==> src/rtl/uart_rx_fifo.sv <==
// Captures UART receiver bytes into a show-ahead FIFO: 1-cycle ready-to-dout latency, a push into a full FIFO is dropped and flags overrun.
// The optional idle timeout is built only when UART_RX_FIFO_TIMEOUT_EN is defined.
module uart_rx_fifo #(
    parameter int DEPTH          = 16,
    parameter int DATA_WIDTH     = 8,
    parameter int TIMEOUT_CYCLES = 256
) (
    input  logic                      clk_i,
    input  logic                      rst_ni,
    input  logic                      rx_data_ready_i,
    input  logic [DATA_WIDTH-1:0]     rx_data_i,
    output logic                      rx_clear_o,
    input  logic                      pop_i,
    output logic [DATA_WIDTH-1:0]     dout_o,
    output logic                      empty_o,
    output logic                      full_o,
    output logic [$clog2(DEPTH):0]    count_o,
    output logic                      overrun_o,
    input  logic                      overrun_clr_i,
    output logic                      timeout_o
);
    localparam int AW = $clog2(DEPTH);
    localparam int CW = AW + 1;

    if (DEPTH < 2 || (DEPTH & (DEPTH - 1)) != 0) begin : g_depth_chk
        $error("uart_rx_fifo: DEPTH must be a power of 2 and at least 2");
    end
    if (TIMEOUT_CYCLES < 1) begin : g_timeout_chk
        $error("uart_rx_fifo: TIMEOUT_CYCLES must be at least 1");
    end

    typedef enum logic [1:0] {IDLE, CLEAR, WAIT} state_e;

    state_e                state_q, state_d;
    logic                  rx_clear_q, rx_clear_d;
    logic [AW-1:0]         wr_ptr_q, wr_ptr_d, rd_ptr_q, rd_ptr_d;
    logic [CW-1:0]         count_q, count_d;
    logic                  overrun_q, overrun_d;
    logic [DATA_WIDTH-1:0] mem_q [DEPTH];
    logic                  push_req, pop_eff, push_ok;

    always_ff @(posedge clk_i or negedge rst_ni) begin
        if (!rst_ni) begin
            state_q    <= WAIT;
            rx_clear_q <= 1'b1;
        end else begin
            state_q    <= state_d;
            rx_clear_q <= rx_clear_d;
        end
    end

    always_comb begin
        state_d = state_q;
        case (state_q)
            IDLE:    if (rx_data_ready_i) state_d = CLEAR;
            CLEAR:   state_d = WAIT;
            WAIT:    if (!rx_data_ready_i) state_d = IDLE;
            default: state_d = WAIT;
        endcase
    end

    // The clear pulse is registered: high for the whole cycle spent in CLEAR.
    always_comb begin
        rx_clear_d = (state_d == CLEAR);
    end

    assign push_req = (state_q == IDLE) && rx_data_ready_i;
    assign pop_eff  = pop_i && (count_q != '0);
    assign push_ok  = push_req && ((count_q != CW'(DEPTH)) || pop_eff);

    always_comb begin
        wr_ptr_d  = wr_ptr_q;
        rd_ptr_d  = rd_ptr_q;
        count_d   = count_q;
        overrun_d = overrun_q;
        if (push_ok) wr_ptr_d = wr_ptr_q + 1'b1;
        if (pop_eff) rd_ptr_d = rd_ptr_q + 1'b1;
        case ({push_ok, pop_eff})
            2'b10:   count_d = count_q + 1'b1;
            2'b01:   count_d = count_q - 1'b1;
            default: count_d = count_q;
        endcase
        if (push_req && !push_ok) overrun_d = 1'b1;
        else if (overrun_clr_i)   overrun_d = 1'b0;
    end

    always_ff @(posedge clk_i or negedge rst_ni) begin
        if (!rst_ni) begin
            wr_ptr_q  <= '0;
            rd_ptr_q  <= '0;
            count_q   <= '0;
            overrun_q <= 1'b0;
        end else begin
            wr_ptr_q  <= wr_ptr_d;
            rd_ptr_q  <= rd_ptr_d;
            count_q   <= count_d;
            overrun_q <= overrun_d;
        end
    end

    always_ff @(posedge clk_i) begin
        if (push_ok) mem_q[wr_ptr_q] <= rx_data_i;
    end

    assign rx_clear_o = rx_clear_q;
    assign empty_o    = (count_q == '0);
    assign full_o     = (count_q == CW'(DEPTH));
    assign count_o    = count_q;
    assign overrun_o  = overrun_q;
    // Storage is never reset, so the head is masked to zero while empty.
    assign dout_o     = empty_o ? '0 : mem_q[rd_ptr_q];

`ifdef UART_RX_FIFO_TIMEOUT_EN
    localparam int TW = $clog2(TIMEOUT_CYCLES + 1);

    logic [TW-1:0] idle_q, idle_d;

    always_comb begin
        idle_d = idle_q;
        if (push_ok || empty_o)                 idle_d = '0;
        else if (idle_q != TW'(TIMEOUT_CYCLES)) idle_d = idle_q + 1'b1;
    end

    always_ff @(posedge clk_i or negedge rst_ni) begin
        if (!rst_ni) idle_q <= '0;
        else         idle_q <= idle_d;
    end

    assign timeout_o = (idle_q == TW'(TIMEOUT_CYCLES)) && !empty_o;
`else
    assign timeout_o = 1'b0;
`endif

endmodule

==> config.mk <==
export PLATFORM = sky130hd
export DESIGN_NAME = uart_rx_fifo
export DESIGN_NICKNAME = d
export VERILOG_FILES = /design/src/rtl/uart_rx_fifo.sv
export SDC_FILE = /design/constraint.sdc
export NUM_CORES = 1
export LEC_CHECK = 0
export CORE_MARGIN = 3
export CORE_UTILIZATION = 35
export CTS_CLUSTER_SIZE = 28
export DETAILED_ROUTE_END_ITERATION = 7
export GPL_ROUTABILITY_DRIVEN = 0
export PLACE_DENSITY = 0.49
export RECOVER_POWER = 50
export SETUP_SLACK_MARGIN = 0.2
export SLEW_MARGIN = 20
export SYNTH_ARGS = -nofsm -noshare
export SYNTH_HDL_FRONTEND = slang
export SYNTH_SLANG_ARGS = --single-unit
==> constraint.sdc <==
create_clock -name clk_i -period 2.9 [get_ports clk_i]
set_input_delay 0.58 -clock clk_i [delete_from_list [all_inputs] [get_ports clk_i]]
set_output_delay 0.58 -clock clk_i [all_outputs]
set_load 0.05 [all_outputs]
==> impl_metrics.json <==
{
  "status": "finished, violations left",
  "violations": "negative setup slack",
  "dr.pass1.iters": 4,
  "vias_per_cell": 4.93,
  "die_h_um": 137,
  "first_iter_violations": 242,
  "power_per_cell_area_nw_per_um2": 1090,
  "worstMarginPinSlew_ns": 0.903,
  "hold_viol_final": 0,
  "period_needed_ns": 2.92,
  "io_pins": 31,
  "layout_commonest_cell": "edfxtp_1",
  "finalCritPeriodShare": 1.01,
  "cts.sinks": 145,
  "syn_area_um2": 5990,
  "ys_types": 43,
  "crit_path_end_kind": "output port",
  "cts_buffers": 17,
  "synth_nets": 331,
  "cp_slowest_stage_delay_ns": 0.51,
  "antenna_found_initial": 0,
  "syn_area_per_cell_um2": 19.3,
  "cts_max_path_buffers": 2,
  "ys_ff_latch": 145,
  "final.setup.tns_ns": -0.0195,
  "path_clk_slew_ns": 0.06,
  "fin_nets": 397,
  "yosys_warnings": 0,
  "start_util": 0.360,
  "grt_overflow": 0,
  "grt_start_max_net_pins": 27,
  "critPathSlowestCell": "mux4_2",
  "holdBufCountCts": 0,
  "seq_area_frac_synth": 0.713,
  "area_growth_pct": 25.1,
  "dpl.hpwl_um": 7650,
  "drc": 0,
  "routed_wl_um": 12600,
  "max_freq_mhz": 343,
  "cts-root-buf": "clkbuf_16",
  "drv_cap": 0,
  "die_w_um": 137,
  "rsz0062_at_grt": "yes",
  "post-route-util": 0.450,
  "synth_edf_count": 128,
  "criticalPathCategory": "flop to output port",
  "n_antenna_cell": 0,
  "core-area_um2": 16600,
  "vias": 3005,
  "cts_tree": "yes",
  "fillers": 1444,
  "min_path_type": "flop to flop",
  "arrival_ns": 2.34,
  "syn-instance-count": 310,
  "placed_area_um2": 6660,
  "slew_viol_final": 0,
  "ir_drop_mv": 0.730,
  "final_antenna_net_count": 0,
  "port_buffers": 29,
  "fin_area_um2": 7490,
  "track_usage": 0.147,
  "cp-start-kind": "flop",
  "async_reset_ff_frac": 0.117,
  "dieArea_um2": 18700,
  "synth_ff_type": "edfxtp_1",
  "worstPathMaxFanout": 6,
  "grt_pass1_wl_um": 19500,
  "setup_ws_ns": -0.0165,
  "cp.required_ns": 2.32,
  "p_leak_nw": 2.65,
  "htree_levels": 4,
  "final_cell_mix": "edfxtp_1, buf_4, mux4_2",
  "fin_skew_ns": 0.00632,
  "pre_cts_ws_ns": -0.0823,
  "layout-drive-gt1-share": 0.339,
  "crit_chain": "buf_12 -> buf_16 -> mux4_2 -> mux2_4 -> o21ai_2 -> a21oi_2 -> buf_6",
  "finalSetupViolCount": 3,
  "wl_per_cell_um": 20.6,
  "clock_latency_ns": 0.41,
  "grt_pass1_vias": 3256,
  "slew-limit-headroom": 0.398,
  "num_rows": 47
}
[cell families (layout without fill, tap and decap cells)]
family	after synthesis	count (layout)	share of synthesized area
flip-flops	145	145	0.713
other	1	1	0.000626
AO/OA/AOI/OAI	27	27	0.0284
multiplexers	50	50	0.158
adder cells (fa/ha/maj)	8	8	0.0167
XOR/XNOR	13	13	0.0190
buffers and inverters	27	106	0.0311
AND/OR/NAND/NOR	39	39	0.0334
[cell usage after synthesis (2+ instances only)]
library cell,count,share of area
buf_6,2,0.0038
buf_2,3,0.0025
mux4_2,23,0.086
nor2_1,13,0.0081
mux2i_1,8,0.013
ha_1,8,0.017
edfxtp_1,128,0.64
mux2_2,10,0.019
clkbuf_1,3,0.0019
nand3_1,2,0.0017
dfstp_2,2,0.0088
mux4_1,9,0.039
inv_1,9,0.0056
xnor2_1,7,0.010
o21ai_1,2,0.0017
clkbuf_8,2,0.0046
a21oi_1,12,0.010
buf_4,5,0.0063
o21ai_0,7,0.0058
dfrtp_1,15,0.063
nor3_1,4,0.0033
nand2b_1,4,0.0042
nand2_1,7,0.0044
xor2_1,6,0.0088
[per-layer routing]
metal | global-route usage | share of wire
met1 | 0.194 | 0.44
met2 | 0.231 | 0.49
met3 | 0.0390 | 0.049
met4 | 0.0637 | 0.021
met5 | 0 | 0
[power breakdown]
part           internal [W]  switching (W)  total, W  leakage [nW]
registers           0.00248       0.000248   0.00272          1.35
clock network       0.00160       0.000804   0.00240         0.316
logic               0.00142        0.00163   0.00305         0.976
[final cells by class]
cell class	count	area [µm²]	share of cell area
well taps	220	275	0.0367
multi-input cells	138	1600	0.213
repair buffers	65	666	0.0888
flip-flops and latches	145	4270	0.570
inverters	9	33.8	0.00451
clock inverters	13	215	0.0287
clock buffers	19	433	0.0578
[what timing repair did]
| action | 4_1_cts | 5_1_grt |
|---|---|---|
| pin swaps | 0 | 1 |
| endpoints found under the setup margin | 9 | 11 |
| buffers inserted | 5 | 1 |
| resized for setup | 35 | 3 |
| cloned | 2 | 0 |
[worst max-delay path, delay by kind of cell, from the launching register on]
kind	cells	cell delay [ns]
AOI/OAI and AO/OA	2	0.18
DFF	1	0.46
buffers and inverters	3	0.47
muxes	2	0.81
[worst paths after layout]
check                                        start                      end  slack (ns)  cells after the start
max                        rd_ptr_q[1]$_DFFE_PN0P_                dout_o[1]       -0.02                      7
min                           state_q[0]$_DFF_PN0_     state_q[1]$_DFF_PN1_        0.47                      1
max reg2reg                 count_o[2]$_DFFE_PN0P_   count_o[2]$_DFFE_PN0P_        0.42                     11
min reg2reg                   state_q[0]$_DFF_PN0_     state_q[1]$_DFF_PN1_        0.47                      1
max in group asynchronous                   rst_ni  rd_ptr_q[1]$_DFFE_PN0P_        1.57                      1
min in group asynchronous                   rst_ni  wr_ptr_q[3]$_DFFE_PN0P_        0.73                      1
[through the flow]
| stage | power (W) | std cells | hold slack (ns) |
|---|---|---|---|
| floorplan | 0.00470 | 310 | 0.284 |
| CTS | 0.00828 | 608 | 0.467 |
| detailed placement | 0.00543 | 569 | 0.453 |
| global placement | 0.00542 | 569 | 0.441 |
| finish | 0.00818 | 609 | 0.469 |
| global route | 0.00857 | 609 | 0.492 |
[registers in the layout, summed over array words and instances, names as in the netlist]
| register | cells |
|---|---|
| count_o | 5 |
| mem_q | 128 |
| overrun_o | 1 |
| rd_ptr_q | 4 |
| rx_clear_o | 1 |
| state_q | 2 |
| wr_ptr_q | 4 |
No activity file was read; power rests on OpenSTA's default activity.
